--- src/rtl/router_pkg.sv ---
// router_pkg: shared router sizes, VC lock state and requester-index split
package router_pkg;
  localparam int NUM_IN = 5;
  localparam int NUM_VC = 2;
  localparam int IDX_W = 3;
  localparam int VC_W = 1;
  localparam int NUM_REQ = NUM_IN * NUM_VC;
  localparam int REQ_W = $clog2(NUM_REQ);
  typedef enum logic {FREE, OWNED} lock_e;
  typedef struct packed {
    logic [IDX_W-1:0] in;
    logic [VC_W-1:0] vc;
  } req_split_t;
  function automatic req_split_t split_req(input logic [REQ_W-1:0] r);
    split_req.in = IDX_W'(r / REQ_W'(NUM_VC));
    split_req.vc = VC_W'(r % REQ_W'(NUM_VC));
  endfunction
endpackage

--- src/rtl/out_port_allocator_if.sv ---
// out_port_allocator_if: requests in, grant/crossbar select and VC locks out
interface out_port_allocator_if;
  import router_pkg::*;
  logic [NUM_REQ-1:0] REQ;
  logic [NUM_REQ-1:0] TAIL;
  logic [NUM_VC-1:0] VC_RDY;
  logic [NUM_REQ-1:0] GNT;
  logic GNT_VLD;
  logic [IDX_W-1:0] SEL_IN;
  logic SEL_VC;
  logic [NUM_VC-1:0] OLCK;
  modport master (output REQ, TAIL, VC_RDY, input GNT, GNT_VLD, SEL_IN, SEL_VC, OLCK);
  modport slave (input REQ, TAIL, VC_RDY, output GNT, GNT_VLD, SEL_IN, SEL_VC, OLCK);
endinterface

--- src/rtl/rr_arbiter.sv ---
// rr_arbiter: combinational round-robin pick of the first eligible bit at or after ptr
module rr_arbiter #(
  parameter int N = 10,
  parameter int W = $clog2(N)
) (
  input  logic [N-1:0] elig,
  input  logic [W-1:0] ptr,
  output logic [N-1:0] gnt,
  output logic [W-1:0] idx
);
  localparam logic [W:0] NW = (W+1)'(N);
  localparam logic [N-1:0] ONE = {{(N-1){1'b0}}, 1'b1};
  logic [2*N-1:0] dbl;
  logic [N-1:0] rot;
  logic [W-1:0] off;
  logic [W:0] sum;
  logic hit;
  // rotate so ptr is bit 0, take the lowest set bit, rotate the index back
  always_comb begin
    dbl = {elig, elig} >> ptr;
    rot = dbl[N-1:0];
    off = '0;
    hit = 1'b0;
    for (int i = N - 1; i >= 0; i--) begin
      if (rot[i]) begin
        off = W'(i);
        hit = 1'b1;
      end
    end
    sum = {1'b0, ptr} + {1'b0, off};
    idx = hit ? (sum >= NW ? W'(sum - NW) : W'(sum)) : '0;
    gnt = hit ? ONE << idx : '0;
  end
endmodule

--- src/rtl/out_port_allocator.sv ---
// out_port_allocator: round-robin switch/VC allocator with per-VC wormhole locks
module out_port_allocator
  import router_pkg::*;
(
  input logic clk,
  input logic RST,
  out_port_allocator_if.slave bus
);
  lock_e state_q [NUM_VC];
  lock_e state_d [NUM_VC];
  logic [IDX_W-1:0] owner_q [NUM_VC];
  logic [IDX_W-1:0] owner_d [NUM_VC];
  logic [REQ_W-1:0] ptr_q, ptr_d;
  logic [NUM_REQ-1:0] elig, arb_gnt;
  logic [REQ_W-1:0] arb_idx;
  req_split_t s, win;
  // a requester may compete only if its VC has space and is free or already held by its input
  always_comb begin
    s = '0;
    elig = '0;
    for (int r = 0; r < NUM_REQ; r++) begin
      s = split_req(REQ_W'(r));
      elig[r] = bus.REQ[r] & bus.VC_RDY[s.vc] & (state_q[s.vc] == FREE || owner_q[s.vc] == s.in);
    end
  end
  rr_arbiter #(.N(NUM_REQ), .W(REQ_W)) u_arb (
    .elig(elig),
    .ptr (ptr_q),
    .gnt (arb_gnt),
    .idx (arb_idx)
  );
  // grant outputs (forced idle in reset) and lock/owner/pointer next state
  always_comb begin
    win = split_req(arb_idx);
    bus.GNT = RST ? '0 : arb_gnt;
    bus.GNT_VLD = |bus.GNT;
    bus.SEL_IN = bus.GNT_VLD ? win.in : '0;
    bus.SEL_VC = bus.GNT_VLD ? win.vc : 1'b0;
    state_d = state_q;
    owner_d = owner_q;
    ptr_d = ptr_q;
    for (int v = 0; v < NUM_VC; v++) bus.OLCK[v] = state_q[v] == OWNED;
    if (bus.GNT_VLD) begin
      ptr_d = arb_idx == REQ_W'(NUM_REQ - 1) ? '0 : arb_idx + 1'b1;
      state_d[win.vc] = bus.TAIL[arb_idx] ? FREE : OWNED;
      owner_d[win.vc] = win.in;
    end
  end
  // state registers
  always_ff @(posedge clk) begin
    if (RST) begin
      state_q <= '{default: FREE};
      owner_q <= '{default: '0};
      ptr_q <= '0;
    end else begin
      state_q <= state_d;
      owner_q <= owner_d;
      ptr_q <= ptr_d;
    end
  end
endmodule

--- src/flat_wrapper.sv ---
// flat-port wrapper written by rule: the top's interface ports become plain ports
module out_port_allocator_flat import router_pkg::*;
  (clk, RST, bus_REQ, bus_TAIL, bus_VC_RDY, bus_GNT, bus_GNT_VLD, bus_SEL_IN, bus_SEL_VC, bus_OLCK);
  out_port_allocator_if bus_i ();
  input logic clk;
  input logic RST;
  input wire logic [$bits(bus_i.REQ)-1:0] bus_REQ;
  input wire logic [$bits(bus_i.TAIL)-1:0] bus_TAIL;
  input wire logic [$bits(bus_i.VC_RDY)-1:0] bus_VC_RDY;
  output wire logic [$bits(bus_i.GNT)-1:0] bus_GNT;
  output wire logic [$bits(bus_i.GNT_VLD)-1:0] bus_GNT_VLD;
  output wire logic [$bits(bus_i.SEL_IN)-1:0] bus_SEL_IN;
  output wire logic [$bits(bus_i.SEL_VC)-1:0] bus_SEL_VC;
  output wire logic [$bits(bus_i.OLCK)-1:0] bus_OLCK;
  assign bus_i.REQ = bus_REQ;
  assign bus_i.TAIL = bus_TAIL;
  assign bus_i.VC_RDY = bus_VC_RDY;
  assign bus_GNT = bus_i.GNT;
  assign bus_GNT_VLD = bus_i.GNT_VLD;
  assign bus_SEL_IN = bus_i.SEL_IN;
  assign bus_SEL_VC = bus_i.SEL_VC;
  assign bus_OLCK = bus_i.OLCK;
  out_port_allocator u_core (.clk(clk), .RST(RST), .bus(bus_i));
endmodule
--- config.mk ---
export PLATFORM = sky130hd
export DESIGN_NAME = out_port_allocator_flat
export DESIGN_NICKNAME = d
export VERILOG_FILES = /design/src/rtl/router_pkg.sv /design/src/rtl/out_port_allocator_if.sv /design/src/rtl/rr_arbiter.sv /design/src/rtl/out_port_allocator.sv /design/src/flat_wrapper.sv
export SDC_FILE = /design/constraint.sdc
export NUM_CORES = 1
export LEC_CHECK = 0
export ABC_AREA = 1
export BUFFER_PORTS_ARGS = -buffer_cell sky130_fd_sc_hd__buf_2
export CORE_MARGIN = 4
export CORE_UTILIZATION = 55
export CTS_CLUSTER_SIZE = 40
export DETAILED_ROUTE_END_ITERATION = 7
export GPL_TIMING_DRIVEN = 1
export PLACE_DENSITY_LB_ADDON = 0.05
export SETUP_SLACK_MARGIN = 0.1
export SKIP_CTS_REPAIR_TIMING = 1
export SLEW_MARGIN = 0
export SYNTH_ARGS = -nofsm -noshare
export SYNTH_HDL_FRONTEND = slang
export SYNTH_SLANG_ARGS = --single-unit
--- constraint.sdc ---
create_clock -name clk -period 6.8 [get_ports clk]
set_input_delay 1.36 -clock clk [delete_from_list [all_inputs] [get_ports clk]]
set_output_delay 1.36 -clock clk [all_outputs]
set_load 0.01 [all_outputs]
==> parameters.txt, run 1 <==
Parameter                              Value

Worst setup path
  Worst stage delay on the critical path ... 380 ps
  CP startpoint kind ... primary input
  Type of the setup path with the least slack ... primary input to output port
  Element type at the critical path end ... output port
  Cell repeated most along the worst path ... nand2_1
  Arrival time at the worst endpoint ... 5180 ps
  Max stage delay cell, worst path ... fa_2
  Critical Path RT ... 5440 ps
  Peak fanout along the critical path ... 5

CTS
  Clock root buffer master ... clkbuf_8
  CTS buffer count ... 3
  Clock insertion delay at the later pin of the skew report ... 240 ps
  Clock Pin Slew Worst Setup and Hold Paths ... 50 ps
  Maximum level of the CTS H-tree ... 1
  Clk sinks ... 12
  Maximum clock path buffer count ... 2
  TritonCTS clock tree ... built

STA
  Clock Skews ... 0.770 ps
  Worst-case headroom to the max-slew limit ... 52.1%
  Setup repair after global routing missed its margin ... true
  Final hold viol count ... 0
  Slew @ Worst Pin ... 717 ps
  Final period utilization ... 96.2%
  Maximum operating frequency ... 153 MHz
  Final setup viols ... 0
  Minimum period implied by the final worst setup slack ... 6540 ps
  Number of slew-limit violations in the final report ... 0

Die
  Count of boundary I/O pins ... 41
  DIE AREA ... 0.00472 mm²
  Width of the chip ... 68.7 µm
  # rows ... 21
  Die extent in y ... 68.7 µm
  Core footprint ... 0.00344 mm²
  Starting density of the core ... 58.9%

Placement
  Quantity of I/O buffers inserted on ports ... 40
  Placed wire-length estimate after detailed placement ... 4.42 mm
  Instance area after placement ... 0.00232 mm²
  Routability-driven placement congestion ratio ... 0.943

Synth
  Sequential element share of the synthesized area ... 11.9%
  Post-Syn Nets ... 387
  Async S/R FF share, synth ... 0%
  Seq cells post-synth ... 12
  Warnings, synthesis ... 0
  Instance count of the mapped netlist ... 356
  Leading register cell type out of synthesis ... dfxtp_1
  Synth top area share ... 18.7%
  Cell type with the largest total area after synthesis ... nand2_1
  Mean post-synth cell area ... 5.69 µm²
  Post-Syn Area ... 0.00203 mm²
  Number of enable-type register cells in the synthesized netlist ... 0
  Unique masters post-synth ... 34
  Biggest area contributors in the synthesized netlist ... nand2_1 (19%), nand3_1 (18%), dfxtp_1 (12%)

Route
  Count of unresolved DRC violations after routing ... 0
  Routed Wire Length ... 6.65 mm
  Starting DRC count in detailed routing ... 219
  Post-detailed-route via-to-cell ratio ... 5.62
  Routed WL per cell ... 14.5 µm
  Pre-Repair DR Iteration Count ... 4
  Via count ... 2583
  Antenna violation net count after detailed routing ... 0

Final layout
  Final Cell Area ... 0.00274 mm²
  Synth-to-layout area growth ... 35.1%
  Antenna Cells ... 0
  # nets final ... 446
  Share of cells above drive strength 1 ... 41.3%

GRT
  Global-route wire length before repair ... 8.89 mm
  Global router's overall resource usage ... 24.3%
  Via count of the first global-routing pass ... 2101
  Global-route congestion overflow total ... 0
  Antenna violations before repair ... 0
  Pin count of the biggest net entering global routing ... 16

Hold path
  Type of the most critical hold path ... flop to flop

Run
  Max-capacitance violation count ... 0

Status
  Outcome ... complete, no violations
layout by cell type (no fill, tap or decap), drive strengths merged:
master and count:
inv 50, or2 2, nor3 3, a31oi 1
nand4 3, nand3 93, a21boi 2, clkbuf 4
nor4 1, buf 62, xor2 3, dfxtp 12
nand2 115, a21oi 12, o21ai 12, ha 6
nor2 29, fa 1, clkinv 1, o31ai 2
registers in the layout, summed over array words and instances, names as in the netlist:
signal,cells
u_core.bus.OLCK,2
u_core.owner_q,6
u_core.ptr_q,4
critical path: cells and delay by family:
kind / cells / cell delay, ps
buffers and inverters: 6 / 650
adder cells (fa/ha/maj): 3 / 700
AND/OR/NAND/NOR: 21 / 1720
XOR/XNOR: 1 / 170
AO/OA/AOI/OAI: 4 / 560
final timing paths:
path | start | endpoint | slack, ps | depth (start not counted)
setup / recovery | bus_VC_RDY[0] | bus_SEL_IN[1] | 260 | 35
hold / removal | u_core.owner_q[2] | u_core.owner_q[2] | 500 | 2
setup reg to reg | u_core.ptr_q[0] | u_core.ptr_q[2] | 1580 | 35
hold reg to reg | u_core.owner_q[2] | u_core.owner_q[2] | 500 | 2
kinds of logic (layout without fill, tap and decap cells):
| group | Yosys count | count (layout) | share of synthesized area, % |
|---|---|---|---|
| AOI/OAI and AO/OA | 29 | 29 | 8.46 |
| xor gates and xnor gates | 3 | 3 | 1.67 |
| adders and majority gates | 7 | 7 | 4.69 |
| buffers and inverters | 59 | 117 | 11.9 |
| DFF | 12 | 12 | 11.9 |
| and+or+nand+nor | 246 | 246 | 61.4 |
cells in the mapped netlist, types with 4 or more instances:
cell type / instances
nand2_1: 101
nand3_1: 73
inv_1: 42
nor2_1: 22
nand3_2: 19
nand2_2: 13
a21oi_1: 12
dfxtp_1: 12
inv_2: 8
ha_1: 6
o21ai_0: 6
buf_2: 4
nor2_4: 4
o21ai_2: 4
routing by layer:
metal	global-route usage, %	vias up	share of wire, %
li1	-	1273	-
met1	30.3	1141	40
met2	44.2	127	49
met3	2.11	42	5.9
met4	6.81	0	5.0
met5	0	-	0
stage by stage:
stage / cells / hold slack [ps] / setup TNS, ps / setup WS, ps / util, %
final: 460 / 500 / 0 / 256 / 79.5
after global routing: 460 / 503 / -163 / -49.2 / 79.5
after floorplan: 356 / 465 / 0 / 549 / -
after global placement: 446 / 481 / 0 / 122 / 67.5
after CTS: 450 / 494 / 0 / 1.78 / 69.1
after detailed placement: 446 / 486 / 0 / 10.1 / 67.5
layout make-up:
cell class	instances	area (µm²)
multi-input combinational	285	1790
clock buffer	4	55.1
inverter	51	196
tap	46	57.6
timing repair buffer	62	398
sequential	12	240
fill	265	704
Power of run 1 is left out: the tool's default activity adds up to more than one toggle a clock period on the data nets, which glitch-free logic cannot reach.
==> run 2, diff against run 1 <==
Settings changed: ABC_AREA 1 to default, RECOVER_POWER from default to 50.
==> parameters.txt, run 2 <==
Parameter                              Value

Final layout
  Most flop-heavy register ... u_core.owner_q
  Synth-to-layout area growth ... 57.3%
  Highest-count cells in the layout ignoring fill and taps ... buf_4 (81), buf_2 (34), nor2_1 (24)
  Share of cells above drive strength 1 ... 48.3% (+7.0 points)
  Largest register FFs ... 6 (unchanged)
  Sequential cell area ... 240 µm² (unchanged)
  Area used by multi-input combinational logic ... 0.00207 mm² (+16%)
  Antenna Cells ... 0 (unchanged)
  Most frequent standard cell in the layout excluding fill and tap cells ... buf_4
  # nets final ... 435 (-2.5%)
  Count of filler cells inserted in the layout ... 155 (-42%)

CTS
  Maximum clock path buffer count ... 2 (unchanged)
  Clk sinks ... 12 (unchanged)
  Clock root buffer master ... clkbuf_8
  TritonCTS clock tree ... built
  Maximum level of the CTS H-tree ... 1 (unchanged)
  Clock Pin Slew Worst Setup and Hold Paths ... 50 ps (about the same)
  Clock insertion delay at the later pin of the skew report ... 250 ps (about the same)
  CTS buffer count ... 3 (unchanged)

Placement
  Worst slack at placement ... -727 ps (-737 ps)
  Routability-driven placement congestion ratio ... 0.931 (-1.3%)
  Quantity of I/O buffers inserted on ports ... 40 (unchanged)
  Placed wire-length estimate after detailed placement ... 5.92 mm (+34%)

STA
  Minimum period implied by the final worst setup slack ... 7740 ps (+1190 ps)
  Final setup margin ... -935 ps (-1190 ps)
  Maximum operating frequency ... 129 MHz (-15%)
  Final period utilization ... 114% (+18 points)
  Worst-case headroom to the max-slew limit ... 9.30% (-43 points)
  Final setup viols ... 15 (+15)
  Clock Skews ... 0.718 ps (-0.0521 ps)
  Setup repair after global routing missed its margin ... true
  Number of slew-limit violations in the final report ... 0 (unchanged)
  Slew @ Worst Pin ... 1350 ps (+635 ps)
  Final hold viol count ... 0 (unchanged)

GRT
  Global-route wire length before repair ... 12.4 mm (+39%)
  Antenna violations before repair ... 0 (unchanged)
  Global router's overall resource usage ... 29.2% (+4.9 points)
  Via count of the first global-routing pass ... 2822 (+34%)
  Global-route congestion overflow total ... 0 (unchanged)
  Pin count of the biggest net entering global routing ... 23 (+7)

Hold path
  End point of the most critical hold path ... u_core.owner_q[2]
  Start point of the worst min-delay path ... u_core.owner_q[2]
  Number of instances on the worst hold path ... 2 (unchanged)
  Type of the most critical hold path ... flop to flop

Route
  Post-detailed-route via-to-cell ratio ... 7.72 (+38%)
  Routed WL per cell ... 25.7 µm (+78%)
  Count of unresolved DRC violations after routing ... 0 (unchanged)
  Antenna violation net count after detailed routing ... 0 (unchanged)
  Pre-Repair DR Iteration Count ... 7 (+3)
  Routed Wire Length ... 11.6 mm (+74%)
  Via count ... 3476 (+35%)
  Starting DRC count in detailed routing ... 749 (+240%)

Status
  Failing checks ... negative setup slack
  Outcome ... finished with violations

Synth
  Cell types with the highest counts after synthesis ... nor2_1 (28), nand2_1 (22), a21oi_1 (20)
  Cell with the most instances after synthesis ... nor2_1
  Number of enable-type register cells in the synthesized netlist ... 0 (unchanged)
  Post-Syn Area ... 0.00217 mm² (+7.2%)
  Sequential element share of the synthesized area ... 11.1% (-0.79 points)
  Leading register cell type out of synthesis ... dfxtp_1
  Unique masters post-synth ... 69 (+100%)
  Async S/R FF share, synth ... 0% (unchanged)
  Warnings, synthesis ... 0 (unchanged)
  Biggest area contributors in the synthesized netlist ... dfxtp_1 (11%), mux4_2 (7.3%), nor2_1 (4.8%)
  Post-Syn Nets ... 317 (-18%)
  Synth top area share ... 11.1% (-7.6 points)
  Mean post-synth cell area ... 7.59 µm² (+33%)
  Seq cells post-synth ... 12 (unchanged)
  Instance count of the mapped netlist ... 286 (-20%)
  Cell type with the largest total area after synthesis ... dfxtp_1

Run
  Max-capacitance violation count ... 0 (unchanged)

Die
  Starting density of the core ... 58.0% (-0.86 points)
  # rows ... 22 (+4.8%)
  Core footprint ... 0.00374 mm² (+8.8%)
  DIE AREA ... 0.00502 mm² (+6.3%)
  Count of boundary I/O pins ... 41 (unchanged)
  Width of the chip ... 70.8 µm (+3.1%)
  Die extent in y ... 70.8 µm (+3.1%)

Worst setup path
  Type of the setup path with the least slack ... primary input to output port
  End of the worst register-to-register path ... u_core.owner_q[0]
  Slack of the worst reg-to-reg path ... 370 ps (-1210 ps)
  Worst Reg2Reg Path Length in Cells ... 23 (-34%)
  Element type at the critical path end ... output port
  Critical Path RT ... 5440 ps (about the same)
  Arrival time at the worst endpoint ... 6380 ps (+1200 ps)
  CP startpoint kind ... primary input
  Peak fanout along the critical path ... 6 (+1)
  Reg-to-reg critical path startpoint ... u_core.owner_q[3]
==> run 2: changes by cell type in the layout (fill, tap and decap cells not counted), moves of 7 or more <==
cell / previous run / this run
a211oi_1: 0 / 8
nand3_1: 59 / 6
nor3_1: 3 / 10
inv_1: 28 / 12
o211ai_1: 0 / 12
nand2_2: 21 / 2
inv_2: 20 / 2
nand2_1: 91 / 18
a21oi_1: 12 / 20
mux4_2: 0 / 7
buf_4: 21 / 81
nand3_2: 29 / 0
==> run 2: per-layer routing <==
layer / vias to the layer above / wire (µm) / global-route usage [%]
li1: 1385 / - / -
met1: 1551 / 3990 / 36.1
met2: 396 / 5120 / 51.6
met3: 144 / 1350 / 3.13
met4: 0 / 1120 / 11.7
met5: - / 0 / 0
==> run 2: worst max-delay path: stages <==
cell and delay [ps]:
buf_8 90, nand2_1 70, a21o_1 200, mux4_2 500, buf_4 160, nor2_1 160
a21oi_1 100, o211ai_1 360, o21ai_1 150, a31o_2 290, ha_4 160, fa_2 580
inv_4 60, ha_4 180, buf_6 120, o31ai_4 350, a22o_1 280, nor2_2 80
ha_2 190, o31a_1 310, buf_4 160, o22ai_4 170, nor3_2 90, buf_2 200
==> run 2: area by class of cell <==
| cell class | count | area share [%] |
|---|---|---|
| inverters | 16 | 1.83 |
| well taps | 48 | 1.76 |
| repair buffers | 128 | 27.5 |
| multi-input cells | 243 | 60.7 |
| clock buffers | 3 | 1.21 |
| flip-flops and latches | 12 | 7.03 |
==> run 2: cells by family (layout without fill, tap and decap cells) <==
| logic type | after synthesis | in the layout | share of synthesized area [%] |
|---|---|---|---|
| XOR/XNOR | 1 | 1 | 0.404 |
| adder cells (fa/ha/maj) | 7 | 7 | 4.38 |
| AO/OA/AOI/OAI | 107 | 107 | 38.5 |
| buffers and inverters | 31 | 147 | 5.53 |
| multiplexers | 21 | 21 | 14.2 |
| flip-flops | 12 | 12 | 11.1 |
| AND/OR/NAND/NOR | 107 | 107 | 25.9 |
==> run 2: stage by stage <==
| stage | utilization, % | area, µm² | hold WS, ps | TNS [ps] | std cells |
|---|---|---|---|---|---|
| 6_report | 91.2 | 3420 | 586 | -10040 | 450 |
| 5_1_grt | 91.2 | 3420 | 613 | -10690 | 450 |
| 4_1_cts | 82.1 | 3070 | 500 | -5650 | 437 |
| 3_5_place_dp | 81.0 | 3030 | 495 | -5360 | 434 |
| 3_3_place_gp | 81.0 | 3030 | 485 | -3780 | 434 |
| 2_1_floorplan | - | 2300 | 464 | -806 | 286 |
==> run 2: how the worst max path moves through the flow <==
stage,to,slack (ps),from
after global routing,bus_SEL_VC,-990,bus_VC_RDY[1]
final,bus_SEL_IN[0],-940,bus_VC_RDY[1]
after detailed placement,bus_SEL_VC,-730,bus_VC_RDY[0]
after global placement,bus_SEL_VC,-570,bus_VC_RDY[0]
after CTS,bus_SEL_VC,-750,bus_VC_RDY[0]
after floorplan,bus_SEL_VC,-340,bus_VC_RDY[0]
Power of run 2 is left out for the same reason.
==> run 3, diff against run 2 <==
Settings changed: CORE_UTILIZATION 55 to 40.
==> parameters.txt, run 3 (same netlist as run 2, synthesis figures left out) <==
Parameter                              Value

Route
  Pre-Repair DR Iteration Count ... 5 (-2)
  Routed Wire Length ... 7.73 mm (-33%)
  Antenna violation net count after detailed routing ... 0 (unchanged)
  Routed WL per cell ... 16.4 µm (-36%)
  Via count ... 2842 (-18%)
  Starting DRC count in detailed routing ... 196 (-74%)
  Count of unresolved DRC violations after routing ... 0 (unchanged)
  Post-detailed-route via-to-cell ratio ... 6.03 (-22%)

CTS
  Clock root buffer master ... clkbuf_8
  TritonCTS clock tree ... built
  Clock insertion delay at the later pin of the skew report ... 230 ps (-20 ps)
  Maximum clock path buffer count ... 2 (unchanged)
  Clock Pin Slew Worst Setup and Hold Paths ... 50 ps (about the same)
  CTS buffer count ... 3 (unchanged)
  Clk sinks ... 12 (unchanged)
  Maximum level of the CTS H-tree ... 1 (unchanged)

Final layout
  Highest-count cells in the layout ignoring fill and taps ... buf_4 (81), buf_2 (33), nor2_1 (24)
  Synth-to-layout area growth ... 58.3%
  Final Cell Area ... 0.00344 mm² (+0.59%)
  Share of cells above drive strength 1 ... 48.1% (-0.13 points)
  Post-Route Utilization ... 66.4% (-25 points)
  Antenna Cells ... 0 (unchanged)
  Most frequent standard cell in the layout excluding fill and tap cells ... buf_4
  # nets final ... 434 (-0.23%)
  Most flop-heavy register ... u_core.owner_q
  Largest register FFs ... 6 (unchanged)

GRT
  Global-route wire length before repair ... 12.0 mm (-2.6%)
  Global-route congestion overflow total ... 0 (unchanged)
  Global router's overall resource usage ... 22.4% (-6.8 points)
  Antenna violations before repair ... 0 (unchanged)
  Pin count of the biggest net entering global routing ... 23 (unchanged)
  Via count of the first global-routing pass ... 2600 (-7.9%)

STA
  Setup repair after global routing missed its margin ... true
  Minimum period implied by the final worst setup slack ... 7240 ps (-498 ps)
  Final period utilization ... 106% (-7.3 points)
  Maximum operating frequency ... 138 MHz (+6.9%)
  Final hold viol count ... 0 (unchanged)
  Slew @ Worst Pin ... 1230 ps (-123 ps)
  Clock Skews ... 1.88 ps (+1.17 ps)
  Worst-case headroom to the max-slew limit ... 17.5% (+8.2 points)
  Final setup margin ... -438 ps (+498 ps)
  Number of slew-limit violations in the final report ... 0 (unchanged)
  Final setup viols ... 9 (-6)

Worst setup path
  Peak fanout along the critical path ... 5 (-1)
  Critical Path RT ... 5440 ps (about the same)
  Startpoint of the worst setup timing path ... bus_VC_RDY[1]
  Type of the setup path with the least slack ... primary input to output port
  CP startpoint kind ... primary input
  Arrival time at the worst endpoint ... 5880 ps (-500 ps)
  Element type at the critical path end ... output port
  Reg-to-reg critical path startpoint ... u_core.owner_q[4]

Die
  Width of the chip ... 81.7 µm (+15%)
  Count of boundary I/O pins ... 41 (unchanged)
  # rows ... 26 (+18%)
  DIE AREA ... 0.00667 mm² (+33%)
  Die extent in y ... 81.7 µm (+15%)
  Core footprint ... 0.00517 mm² (+38%)
  Starting density of the core ... 42.0% (-16 points)

Placement
  Instance area after placement ... 0.00306 mm² (+0.91%)
  Worst slack at placement ... -713 ps (+14.5 ps)
  Quantity of I/O buffers inserted on ports ... 40 (unchanged)
  Placed wire-length estimate after detailed placement ... 5.93 mm (+0.25%)
  Routability-driven placement congestion ratio ... 0.987 (+6.1%)

Status
  Outcome ... finished with violations
  Failing checks ... negative setup slack

Hold path
  Start point of the worst min-delay path ... u_core.owner_q[2]
  Type of the most critical hold path ... flop to flop

Run
  Max-capacitance violation count ... 0 (unchanged)
run 3: metrics by stage:
step	instances	setup TNS [ps]	hold WS [ps]
after floorplan	286	-806	464
final	471	-1950	509
after detailed placement	456	-4380	498
after CTS	459	-4720	505
after global placement	456	-3680	489
after global routing	471	-4920	545
run 3: critical path, stage by stage:
cell and delay, ps:
buf_8 90, nand2_2 80, a21o_1 170, mux4_2 520, mux2_2 320, a221oi_1 260
o22ai_1 120, a31o_2 240, ha_4 160, fa_2 580, inv_4 50, ha_4 170
a2111o_1 370, a22o_1 260, nor2_2 120, ha_2 180, o31a_1 180, a2bb2oi_2 180
o31ai_4 90, nor3_2 180, buf_2 170
run 3: worst paths after layout:
check / end / slack [ps] / cells after the start
min: u_core.owner_q[2] / 510 / 2
max: bus_SEL_VC / -440 / 21
min reg2reg: u_core.owner_q[2] / 510 / 2
max reg2reg: u_core.owner_q[1] / 1080 / 24
run 3: routing by layer:
metal / GRT usage [%] / share of wire, % / up-vias
li1: - / - / 1380
met1: 30.2 / 45 / 1346
met2: 38.9 / 49 / 101
met3: 1.54 / 4.6 / 15
met4: 5.48 / 1.4 / 0
met5: 0 / 0 / -
run 3: cell type report:
type,instances,area [µm²]
clock buffer,3,41.3
timing repair buffer,127,931
sequential,12,240
tap,70,87.6
fill,444,1740
multi-input combinational,243,2070
inverter,16,62.6
Power of run 3 is left out for the same reason.
